==> src/rtl/uart_tx_fifo.sv <==
// uart_tx_fifo: byte FIFO between CPU IO writes and the UART emitter.
//   First-word fall-through: the head byte is always presented on o_tx_data.
//   Optional macro UART_FIFO_OVF_CNT_EN enables a saturating dropped-write counter;
//   without it o_ovf_count is tied to zero.
// Ports:
//   clk, resetn          clock, asynchronous active-low reset
//   i_data, i_valid      CPU byte write (one strobe per byte)
//   o_ready              not full (CPU status busy = !o_ready)
//   o_tx_data/o_tx_valid head byte and not-empty flag toward the emitter
//   i_tx_ready           emitter accepts head byte when o_tx_valid is high
//   i_flush              synchronous clear, priority over push/pop
//   o_level              occupancy 0..DEPTH
//   o_ovf_count          dropped writes while full (saturating at 255)
// DEPTH must be a power of two in 2..256; AW is derived and not overridden.
module uart_tx_fifo #(
    parameter int unsigned DEPTH = 16,
    parameter int unsigned AW    = $clog2(DEPTH)
) (
    input  logic          clk,
    input  logic          resetn,
    input  logic [7:0]    i_data,
    input  logic          i_valid,
    output logic          o_ready,
    output logic [7:0]    o_tx_data,
    output logic          o_tx_valid,
    input  logic          i_tx_ready,
    input  logic          i_flush,
    output logic [AW:0]   o_level,
    output logic [7:0]    o_ovf_count
);

    logic [7:0]    r_mem [DEPTH];
    logic [AW-1:0] r_wr_ptr;
    logic [AW-1:0] r_rd_ptr;
    logic [AW:0]   r_level;

    logic w_full;
    logic w_empty;
    logic w_push;
    logic w_pop;

    // Status derived only from registered occupancy
    assign w_full  = (r_level == (AW+1)'(DEPTH));
    assign w_empty = (r_level == '0);
    assign w_push  = i_valid & ~w_full;
    assign w_pop   = ~w_empty & i_tx_ready;

    assign o_ready    = ~w_full;
    assign o_tx_valid = ~w_empty;
    assign o_level    = r_level;
    assign o_tx_data  = r_mem[r_rd_ptr];

    // Storage array; contents need no reset
    always_ff @(posedge clk) begin
        if (w_push && !i_flush) begin
            r_mem[r_wr_ptr] <= i_data;
        end
    end

    // Pointers and occupancy; pointers wrap naturally at DEPTH
    always_ff @(posedge clk or negedge resetn) begin
        if (!resetn) begin
            r_wr_ptr <= '0;
            r_rd_ptr <= '0;
            r_level  <= '0;
        end else if (i_flush) begin
            r_wr_ptr <= '0;
            r_rd_ptr <= '0;
            r_level  <= '0;
        end else begin
            if (w_push) begin
                r_wr_ptr <= r_wr_ptr + AW'(1);
            end
            if (w_pop) begin
                r_rd_ptr <= r_rd_ptr + AW'(1);
            end
            case ({w_push, w_pop})
                2'b10:   r_level <= r_level + (AW+1)'(1);
                2'b01:   r_level <= r_level - (AW+1)'(1);
                default: r_level <= r_level;
            endcase
        end
    end

`ifdef UART_FIFO_OVF_CNT_EN
    logic [7:0] r_ovf_count;
    logic       w_drop;

    assign w_drop = i_valid & w_full;

    // Saturating count of writes dropped while full
    always_ff @(posedge clk or negedge resetn) begin
        if (!resetn) begin
            r_ovf_count <= '0;
        end else if (i_flush) begin
            r_ovf_count <= '0;
        end else if (w_drop && (r_ovf_count != 8'hFF)) begin
            r_ovf_count <= r_ovf_count + 8'd1;
        end
    end

    assign o_ovf_count = r_ovf_count;
`else
    assign o_ovf_count = '0;
`endif

endmodule
==> config.mk <==
export PLATFORM = sky130hd
export DESIGN_NAME = uart_tx_fifo
export DESIGN_NICKNAME = d
export VERILOG_FILES = /design/src/rtl/uart_tx_fifo.sv
export SDC_FILE = /design/constraint.sdc
export NUM_CORES = 1
export LEC_CHECK = 0
export ABC_AREA = 0
export ABC_CLOCK_PERIOD_IN_PS = 4580
export CAP_MARGIN = 20
export CORE_MARGIN = 4
export CORE_UTILIZATION = 40
export DETAILED_ROUTE_END_ITERATION = 10
export DONT_BUFFER_PORTS = 1
export PLACE_DENSITY_LB_ADDON = 0.1
export SYNTH_ARGS = -nofsm -noshare
export SYNTH_HDL_FRONTEND = slang
export SYNTH_SLANG_ARGS = --single-unit
==> constraint.sdc <==
create_clock -name clk -period 4.58 [get_ports clk]
set_input_delay 0.916 -clock clk [delete_from_list [all_inputs] [get_ports clk]]
set_output_delay 0.916 -clock clk [all_outputs]
set_load 0.01 [all_outputs]
== Word-level counts from Yosys, hierarchy flattened ==
Memory sizes are Yosys's and may differ from the RTL's.
Cells that the tools add are included.
Word-level totals
  register bits after elaboration: 13
  bits in writable memories: 128
  input port bits: 13
  memories kept: 1
  output and inout port bits: 23
  logic and storage cells: 29
Cells by class
  multiplexer cells: 8
  eq/ne operators: 3
  add/subtract/negate cells: 4
  bitwise operators: 4
  reductions and logical operators: 6
Memories
  r_mem: depth 16, bits a word 8, read ports 1, clocked after memory_dff 0, write ports 1, line 32  | logic [7:0] r_mem [DEPTH];
Operators with widths (count)
  $mux 4: 4
  $pmux 5 s2: 1
  $add 4x1->4 const B: 2
  $add 5x1->5 const B: 1
  $eq 5x5->1 const B: 1
  $logic_not 5->1: 1
  $mux 5: 1
  $sub 5x1->5 const B: 1
  $reduce_bool 2->1: 2
  $reduce_bool 3->1: 1
  $and 1x1->1: 2
  $eq 2x1->1 const B: 1
  $eq 2x2->1 const B: 1
  $mux 1: 2
  $not 1->1: 2
  $logic_and 1x1->1: 1
  $logic_not 1->1: 1

== Logic depth before layout (Yosys ltp) ==
Gate-level depths: netlist of run 1.
  word-level depth: 6
  depth in mapped cells: 10
  gate-level depth less buffers: 8

== Worst setup path after synthesis of run 1 ==
No wires, ideal clock.
  path type: reg-to-output
  from: register r_rd_ptr[0]
  to: output port o_tx_data[0]
  arrival: 1.838 ns
  cell stages (with the launch flop): 5
  path slack: 1.826 ns
  path through: dfrtp_1 > buf_2 > buf_2 > mux4_2 > mux4_2
Between the ends
  cells in the longest elaborated chain, start to end: 1
RTL lines
  start, declared: line 34  | logic [AW-1:0] r_rd_ptr;
  start signal, assigned: line 75  | r_rd_ptr <= r_rd_ptr + AW'(1);
  $mem_v2 16x8
  end, declared: line 24  | output logic [7:0] o_tx_data,
Every way passes these cells.

== Worst setup path in the final report of run 1 ==
  from: register r_rd_ptr[0]
  to: output port o_tx_data[2]
Same word-level chain as after synthesis.

==> impl_metrics.json, run 1 <==
{
  "whs_ns": 0.188,
  "synth_top_family_by_area": "multiplexers",
  "antenna_found_initial": 0,
  "r2r_end": "r_mem[13][5]$_DFFE_PP_",
  "yosysWarnings": 0,
  "drv_slew": 0,
  "end_kind": "output port",
  "fin_cells": 519,
  "setup_viol": 0,
  "grt_pass1_vias": 2933,
  "start_kind": "register",
  "finalSetupTns_ns": 0,
  "start_util_pct": 40.7,
  "timing.fmax_mhz": 281,
  "num_io_pins": 36,
  "synth-compound-area-share_pct": 3.31,
  "cts_max_level": 4,
  "cp_slowest_cell": "dfrtp_2",
  "synth-edff-count": 128,
  "worstPathMaxFanout": 20,
  "die_w_um": 129,
  "crit_end": "o_tx_data[2]",
  "gp_congestion": 0.728,
  "yosys.area_share.adder_pct": 1.48,
  "cts_tree": "done",
  "cap_violations": 0,
  "ys_seq_area_share_pct": 70.7,
  "hold_viol": 0,
  "vdd_drop_max_mv": 0.241,
  "met2_usage_pct": 24.6,
  "post-cts-setup-buffers": 0,
  "drt_iter0_drc": 149,
  "synthMuxAreaShare_pct": 16.2,
  "multi_input_area_um2": 1590,
  "fin_area_um2": 6730,
  "clock-root-buffer": "clkbuf_16",
  "ys_seq_elements": 141,
  "synth.largest_area_cell": "edfxtp_1",
  "synth_area_um2": 5900,
  "powerDensity_nw_per_um2": 552,
  "dieArea_um2": 16800,
  "ctsHoldBuffers": 0,
  "drt_first_pass_iters": 4,
  "via_count": 2894,
  "crit_arrival_ns": 2.64,
  "yosysTopAreaCellShare_pct": 65.2,
  "crit_start": "r_rd_ptr[0]$_DFFE_PN0P_",
  "nNetsFinal": 343,
  "max_slew_margin_pct": 25.2,
  "synthCells": 312,
  "cts.sinks": 141,
  "drc_errors": 0,
  "grt_setup_unrepaired": "false",
  "fill_cells": 1209,
  "r2r_start": "o_level[1]$_DFFE_PN0P_",
  "pre_cts_slack_ns": 1.37,
  "finClkSkew_ns": 0.0104,
  "synth.distinct_cells": 44,
  "drt_wl_total_mm": 12.7,
  "p_leak_nw": 2.17,
  "avgViaCountPerCell": 5.58,
  "ctsLongestPathBuffers": 2,
  "yosys.area_share.simple_pct": 4.45,
  "busiest_layer": "met2",
  "design.core.area_um2": 14500,
  "cts_buffers": 17,
  "critPathKind": "reg2out",
  "place_area_um2": 6070,
  "clk_latency_ns": 0.42,
  "grt_usage_pct": 16.4,
  "grt_use_met3_pct": 5.81,
  "synthXorXnorAreaFrac_pct": 1.04,
  "die_h_um": 129,
  "status": "finished clean",
  "crit_chain": "buf_4, mux4_2, mux4_2",
  "cpMostUsedCell": "mux4_2",
  "grt_overflow": 0,
  "period_share_pct": 77.7,
  "place_inst": 485,
  "met1_usage_pct": 22.1,
  "synth_flop_cell": "edfxtp_1",
  "grt_first_pass_wirelength_mm": 18.9,
  "post_cts_resize_count": 0,
  "dp_hpwl_mm": 8.17,
  "routedWlPerCell_um": 24.4,
  "seqCellArea_um2": 4170,
  "required_ns": 3.66,
  "worst_pin_slew_ns": 1.12,
  "ff2ff_setup_slack_ns": 1.82,
  "antenna_left": 0,
  "ys_top_cells_by_area": "edfxtp_1 65%, mux4_2 15%, dfrtp_1 5.5%",
  "layout_setup_ws_ns": 1.02,
  "reg2reg_depth": 5,
  "min_period_ns": 3.56,
  "antenna_cells": 0,
  "clk_pin_slew_ns": 0.06,
  "grt_max_degree": 36,
  "async_flop_share_pct": 9.22,
  "postSynthAreaPerCell_um2": 18.9,
  "syn_to_final_growth_pct": 14.1,
  "placement.io_buffers": 0,
  "rows": 44,
  "total_power_mw": 3.71,
  "max_stage_delay_ns": 0.80,
  "final_util_pct": 46.5,
  "layout-drive-gt1-share_pct": 26.9,
  "hold_path.class": "in2async"
}
-- kinds of logic after synthesis --
logic type      count (synthesis)
simple gates                   56
xor+xnor                        7
buf+inv                        29
fa+ha+maj                       7
other cells                     1
flops                         141
compound gates                 26
mux                            45
-- registers in the layout (all words and copies together) (netlist names) --
register and flops:
o_level 5, r_mem 128, r_rd_ptr 4, r_wr_ptr 4
-- critical path, delay by kind of cell (launching register included) --
| kind | cells | cell delay (ns) |
|---|---|---|
| multiplexers | 2 | 1.07 |
| flip-flops | 1 | 0.80 |
| buffers and inverters | 1 | 0.36 |
-- cells in the mapped netlist, types with 2 or more instances --
cell type and count:
edfxtp_1 128, mux4_2 40, nor2_1 28, dfrtp_1 13, clkbuf_1 9, nand2_1 9, buf_4 8, ha_1 7
o21ai_0 6, a21oi_1 5, buf_2 4, inv_1 4, xor2_1 4, mux2i_1 3, nor2b_1 3, o211ai_1 3
or3_1 3, xnor2_1 3, a31oi_1 2, buf_6 2, nand3_1 2, nand4_1 2, nor4_1 2, or2_2 2
-- how the worst min path moves through the flow --
stage,end,cells past startpoint
finish,o_level[3]$_DFFE_PN0P_,0
global route,o_level[3]$_DFFE_PN0P_,0
CTS,r_wr_ptr[1]$_DFFE_PN0P_,0
detailed placement,r_wr_ptr[1]$_DFFE_PN0P_,2
global placement,r_wr_ptr[3]$_DFFE_PN0P_,2
floorplan,r_wr_ptr[3]$_DFFE_PN0P_,2
-- where the power goes --
part           internal, mW  switching, mW
sequential             1.45          0.116
clock                 0.957          0.503
combinational         0.358          0.329
-- per-layer routing --
metal | vias up | routed length [um]
li1 | 1263 | -
met1 | 1520 | 5410
met2 | 91 | 6070
met3 | 20 | 940
met4 | 0 | 240
met5 | - | 0
-- cell type report --
cell class | count | share of cell area [%]
clock buffers | 18 | 6.38
clock inverters | 13 | 2.94
inverters | 5 | 0.316
multi-input cells | 149 | 23.7
flip-flops and latches | 141 | 62.0
well taps | 184 | 3.42
repair buffers | 9 | 1.28
-- placed cells by master, fill, tap and decap left out, types with 2 or more instances in the layout --
cell type and instances:
mux4_2 40, ha_1 7, nor2b_1 3, xnor2_1 3, bufinv_16 5, o211ai_1 3, nand2_1 9, o21ai_0 6
nor4_1 2, buf_4 4, clkbuf_16 17, or2_2 2, a31oi_1 2, a21oi_1 5, nand3_1 2, xor2_1 4
inv_1 4, conb_1 8, clkinvlp_4 2, clkinv_2 4, dfrtp_1 12, mux2i_1 3, nand4_1 2, or3_1 3
edfxtp_1 128, buf_6 5, nor2_1 28
No activity file was read; power rests on OpenSTA's default activity.
==> run 2: changes to the inputs <==
--- a/config.mk
+++ b/config.mk
@@ -6,7 +6,7 @@
 export NUM_CORES = 1
 export LEC_CHECK = 0
 export ABC_AREA = 0
-export ABC_CLOCK_PERIOD_IN_PS = 4580
+export ABC_CLOCK_PERIOD_IN_PS = 3000
 export CAP_MARGIN = 20
 export CORE_MARGIN = 4
 export CORE_UTILIZATION = 40
==> constraint.sdc (replaced) <==
create_clock -name clk -period 3 [get_ports clk]
set_input_delay 0.6 -clock clk [delete_from_list [all_inputs] [get_ports clk]]
set_output_delay 0.6 -clock clk [all_outputs]
set_load 0.01 [all_outputs]
==> impl_metrics.json, run 2 (synthesized netlist as in run 1, its figures left out) <==
{
  "drt_wl_total_mm": 12.4,
  "rows": 44,
  "ctsHoldBuffers": 1,
  "die_h_um": 129,
  "clk_pin_slew_ns": 0.06,
  "period_share_pct": 94.2,
  "antenna_left": 0,
  "final_common_cell": "edfxtp_1",
  "routedWlPerCell_um": 23.3,
  "dp_hpwl_mm": 7.97,
  "avgViaCountPerCell": 5.44,
  "cts.sinks": 141,
  "hold_path.class": "in2reg",
  "start_util_pct": 40.7,
  "num_io_pins": 36,
  "clock-root-buffer": "clkbuf_16",
  "fin_area_um2": 6710,
  "post-cts-setup-buffers": 0,
  "crit_arrival_ns": 2.23,
  "grt_first_pass_wirelength_mm": 19.0,
  "grt_overflow": 0,
  "min_period_ns": 2.83,
  "design.core.area_um2": 14500,
  "cts_max_level": 4,
  "pwr-share-comb_pct": 22.7,
  "setup_viol": 0,
  "critPathKind": "reg2out",
  "required_ns": 2.40,
  "p_switching_mw": 1.45,
  "grt_usage_pct": 16.2,
  "nNetsFinal": 357,
  "intPower_mw": 3.83,
  "die_w_um": 129,
  "layout-drive-gt1-share_pct": 28.4,
  "antenna_found_initial": 0,
  "worst_pin_slew_ns": 1.01,
  "post_cts_resize_count": 0,
  "max_slew_margin_pct": 32.2,
  "hold_viol": 0,
  "largest_reg_flops": 128,
  "clockPowerShare_pct": 33.5,
  "cts_tree": "done",
  "power.share.switching_pct": 27.5,
  "timing.fmax_mhz": 354,
  "gp_congestion": 0.762,
  "drv_slew": 0,
  "vdd_drop_max_mv": 0.352,
  "top_register": "r_mem",
  "grt_max_degree": 36,
  "cap_violations": 0,
  "end_kind": "output port",
  "grt_pass1_vias": 3008,
  "drc_errors": 0,
  "drt_iter0_drc": 263,
  "drt_first_pass_iters": 4,
  "grt_setup_unrepaired": "false",
  "syn_to_final_growth_pct": 13.7,
  "place_area_um2": 6210,
  "most-common-layout-cells": "128 x edfxtp_1, 40 x mux4_2, 28 x nor2_1",
  "cts_buffers": 17,
  "finalSetupTns_ns": 0,
  "clk_latency_ns": 0.42,
  "p_leak_nw": 2.19,
  "dieArea_um2": 16800,
  "status": "finished clean",
  "finClkSkew_ns": 0.00645,
  "antenna_cells": 0,
  "start_kind": "register",
  "via_count": 2901,
  "worstPathMaxFanout": 35,
  "placement.io_buffers": 0,
  "ctsLongestPathBuffers": 2,
  "seqPwrFrac_pct": 43.8,
  "powerDensity_nw_per_um2": 787
}
[run 2: through the flow]
step | worst slack (ns) | hold slack (ns) | utilization [%] | cells | power [mW]
6_report | 0.175 | 0.241 | 46.3 | 533 | 5.28
5_1_grt | 0.0630 | 0.218 | 46.3 | 533 | 5.54
4_1_cts | 0.121 | 0.216 | 46.3 | 533 | 5.35
3_5_place_dp | 0.365 | 0.305 | 42.9 | 501 | 3.57
3_3_place_gp | 0.422 | 0.305 | 42.9 | 501 | 3.56
2_1_floorplan | 0.500 | 0.304 | - | 319 | 3.28
[run 2: layout make-up]
class                   count  area [um^2]
flip-flops and latches    141         4170
multi-input cells         149         1590
fillers                  1220         7770
inverters                   5         21.3
repair buffers             23          200
clock inverters            11         53.8
well taps                 184          230
clock buffers              20          437
[run 2: final timing paths]
path                       slack (ns)                      end                    start  cells after the start
setup / recovery                 0.17             o_tx_data[7]  r_rd_ptr[0]$_DFFE_PN0P_                      3
hold / removal                   0.24  r_rd_ptr[0]$_DFFE_PN0P_                  i_flush                      1
setup reg to reg                 0.36   o_level[4]$_DFFE_PN0P_   o_level[1]$_DFFE_PN0P_                      8
hold reg to reg                  0.60  r_wr_ptr[1]$_DFFE_PN0P_  r_wr_ptr[1]$_DFFE_PN0P_                      2
max in group asynchronous        1.91  r_rd_ptr[0]$_DFFE_PN0P_                   resetn                      1
min in group asynchronous        0.64   o_level[3]$_DFFE_PN0P_                   resetn                      1
[run 2: power by group through the flow]
stage / registers (mW) / logic [mW] / clock network, mW
3_3_place_gp: 2.35 / 1.21 / 0
4_1_cts: 2.31 / 1.23 / 1.81
3_5_place_dp: 2.35 / 1.22 / 0
5_1_grt: 2.32 / 1.31 / 1.91
6_report: 2.31 / 1.20 / 1.77
2_1_floorplan: 2.31 / 0.971 / 0
[run 2: worst max-delay path, cell delays in order (launching register included)]
cell,delay (ns)
dfrtp_2,0.37
buf_12,0.28
mux4_2,0.57
mux4_2,0.55
[run 2: routing by layer]
metal / global-route usage, % / vias up / part of all wire, %
met5: 0 / - / 0
met1: 21.9 / 1523 / 44
met4: 6.60 / 0 / 1.6
met3: 4.82 / 16 / 5.8
li1: - / 1289 / -
met2: 24.7 / 73 / 49
==> run 3: changes to the inputs <==
--- a/config.mk
+++ b/config.mk
@@ -9,9 +9,10 @@
 export ABC_CLOCK_PERIOD_IN_PS = 3000
 export CAP_MARGIN = 20
 export CORE_MARGIN = 4
-export CORE_UTILIZATION = 40
+export CORE_UTILIZATION = 25
 export DETAILED_ROUTE_END_ITERATION = 10
 export DONT_BUFFER_PORTS = 1
+export GPL_ROUTABILITY_DRIVEN = 0
 export PLACE_DENSITY_LB_ADDON = 0.1
 export SYNTH_ARGS = -nofsm -noshare
 export SYNTH_HDL_FRONTEND = slang
==> impl_metrics.json, run 3 (synthesized netlist as in run 1, its figures left out) <==
{
  "dp_hpwl_mm": 8.72,
  "antenna_found_initial": 1,
  "drt_wl_total_mm": 13.2,
  "clock-root-buffer": "clkbuf_16",
  "finalSetupTns_ns": 0,
  "reg2reg_depth": 6,
  "min_path_cells": 1,
  "hold-path-endpoint": "o_level[0]$_DFFE_PN0P_",
  "clk_pin_slew_ns": 0.06,
  "layout-drive-gt1-share_pct": 28.6,
  "drt_first_pass_iters": 4,
  "most-common-layout-cells": "128 x edfxtp_1, 40 x mux4_2, 28 x nor2_1",
  "num_io_pins": 36,
  "antenna_cells": 0,
  "post-cts-setup-buffers": 0,
  "cts_buffers": 17,
  "fill_cells": 2236,
  "finClkSkew_ns": 0.00861,
  "start_kind": "register",
  "top_register": "r_mem",
  "grt_pass1_vias": 2943,
  "hold_path.class": "in2reg",
  "hold_start": "i_flush",
  "syn_to_final_growth_pct": 17.1,
  "vdd_drop_max_mv": 0.326,
  "drc_errors": 0,
  "avgViaCountPerCell": 4.41,
  "ctsHoldBuffers": 1,
  "place_inst": 626,
  "grt_usage_pct": 10.5,
  "fin_area_um2": 6910,
  "powerDensity_nw_per_um2": 802,
  "fin_cells": 659,
  "max_slew_margin_pct": 32.8,
  "grt_max_degree": 36,
  "total_power_mw": 5.54,
  "setup_viol": 0,
  "end_kind": "output port",
  "placement.io_buffers": 0,
  "min_period_ns": 2.86,
  "rows": 55,
  "ff2ff_setup_slack_ns": 0.42,
  "nNetsFinal": 353,
  "seqPwrFrac_pct": 41.6,
  "p_switching_mw": 1.59,
  "grt_overflow": 0,
  "via_count": 2909,
  "whs_ns": 0.249,
  "routedWlPerCell_um": 20.1,
  "cts.sinks": 141,
  "die_h_um": 162,
  "timing.fmax_mhz": 350,
  "worstPathMaxFanout": 35,
  "pwr-share-comb_pct": 22.4,
  "hold_viol": 0,
  "dieArea_um2": 26100,
  "drt_iter0_drc": 240,
  "clk_latency_ns": 0.41,
  "r2r_end": "o_level[2]$_DFFE_PN0P_",
  "crit_arrival_ns": 2.26,
  "largest_reg_flops": 128,
  "post_cts_resize_count": 0,
  "cts_max_level": 4,
  "r2r_start": "o_level[0]$_DFFE_PN0P_",
  "required_ns": 2.40,
  "power.share.switching_pct": 28.7,
  "multi_input_area_um2": 1590,
  "grt_setup_unrepaired": "false",
  "seqCellArea_um2": 4170,
  "p_leak_nw": 2.19,
  "ctsLongestPathBuffers": 2,
  "die_w_um": 162,
  "antenna_left": 0,
  "worst_pin_slew_ns": 1.00,
  "drv_slew": 0,
  "critPathKind": "reg2out",
  "cap_violations": 0,
  "final_common_cell": "edfxtp_1",
  "status": "finished clean",
  "place_area_um2": 6340,
  "clockPowerShare_pct": 36.0,
  "start_util_pct": 25.7,
  "period_share_pct": 95.4,
  "intPower_mw": 3.95,
  "grt_first_pass_wirelength_mm": 19.9,
  "design.core.area_um2": 22900,
  "cts_tree": "done"
}
-- run 3: worst max path at each step --
stage	startpoint	endpoint	slack, ns	cells after the start
final	r_rd_ptr[0]$_DFFE_PN0P_	o_tx_data[2]	0.14	3
after detailed placement	o_level[0]$_DFFE_PN0P_	o_level[2]$_DFFE_PN0P_	0.43	6
after CTS	r_rd_ptr[0]$_DFFE_PN0P_	o_tx_data[1]	0.08	3
after global placement	o_level[0]$_DFFE_PN0P_	o_level[2]$_DFFE_PN0P_	0.46	6
after global routing	r_rd_ptr[0]$_DFFE_PN0P_	o_tx_data[1]	0.03	3
after floorplan	o_level[1]$_DFFE_PN0P_	o_level[4]$_DFFE_PN0P_	0.50	10
-- run 3: through the flow --
step / utilization, % / worst slack, ns
floorplan: - / 0.500
CTS: 30.2 / 0.0762
global placement: 27.7 / 0.458
detailed placement: 27.7 / 0.427
global route: 30.2 / 0.0325
finish: 30.2 / 0.139
-- run 3: routing by layer --
layer	global-route usage (%)	share of wire, %	vias up	wire (um)
met5	0	0	-	0
met4	3.72	1.6	0	206
met3	2.70	3.9	14	513
met2	15.6	46	53	6100
met1	15.0	48	1561	6400
li1	-	-	1281	-
-- run 3: area by class of cell --
| class | instances | area share (%) |
|---|---|---|
| Timing Repair Buffer | 19 | 2.46 |
| Tap cell | 313 | 5.67 |
| Clock inverter | 14 | 1.92 |
| Sequential cell | 141 | 60.4 |
| Inverter | 5 | 0.308 |
| Multi-Input combinational cell | 149 | 23.1 |
| Clock buffer | 18 | 6.21 |
-- run 3: worst max-delay path, stage by stage, from the launching register on --
cell and delay (ns):
dfrtp_2 0.37, buf_12 0.29, mux4_2 0.61, mux4_2 0.56
-- run 3: power by group through the flow --
| stage | registers [mW] | logic (mW) | clock network (mW) |
|---|---|---|---|
| 2_1_floorplan | 2.31 | 0.971 | 0 |
| 3_3_place_gp | 2.35 | 1.27 | 0 |
| 3_5_place_dp | 2.35 | 1.27 | 0 |
| 4_1_cts | 2.31 | 1.28 | 2.06 |
| 5_1_grt | 2.32 | 1.35 | 2.16 |
| 6_report | 2.30 | 1.24 | 2.00 |
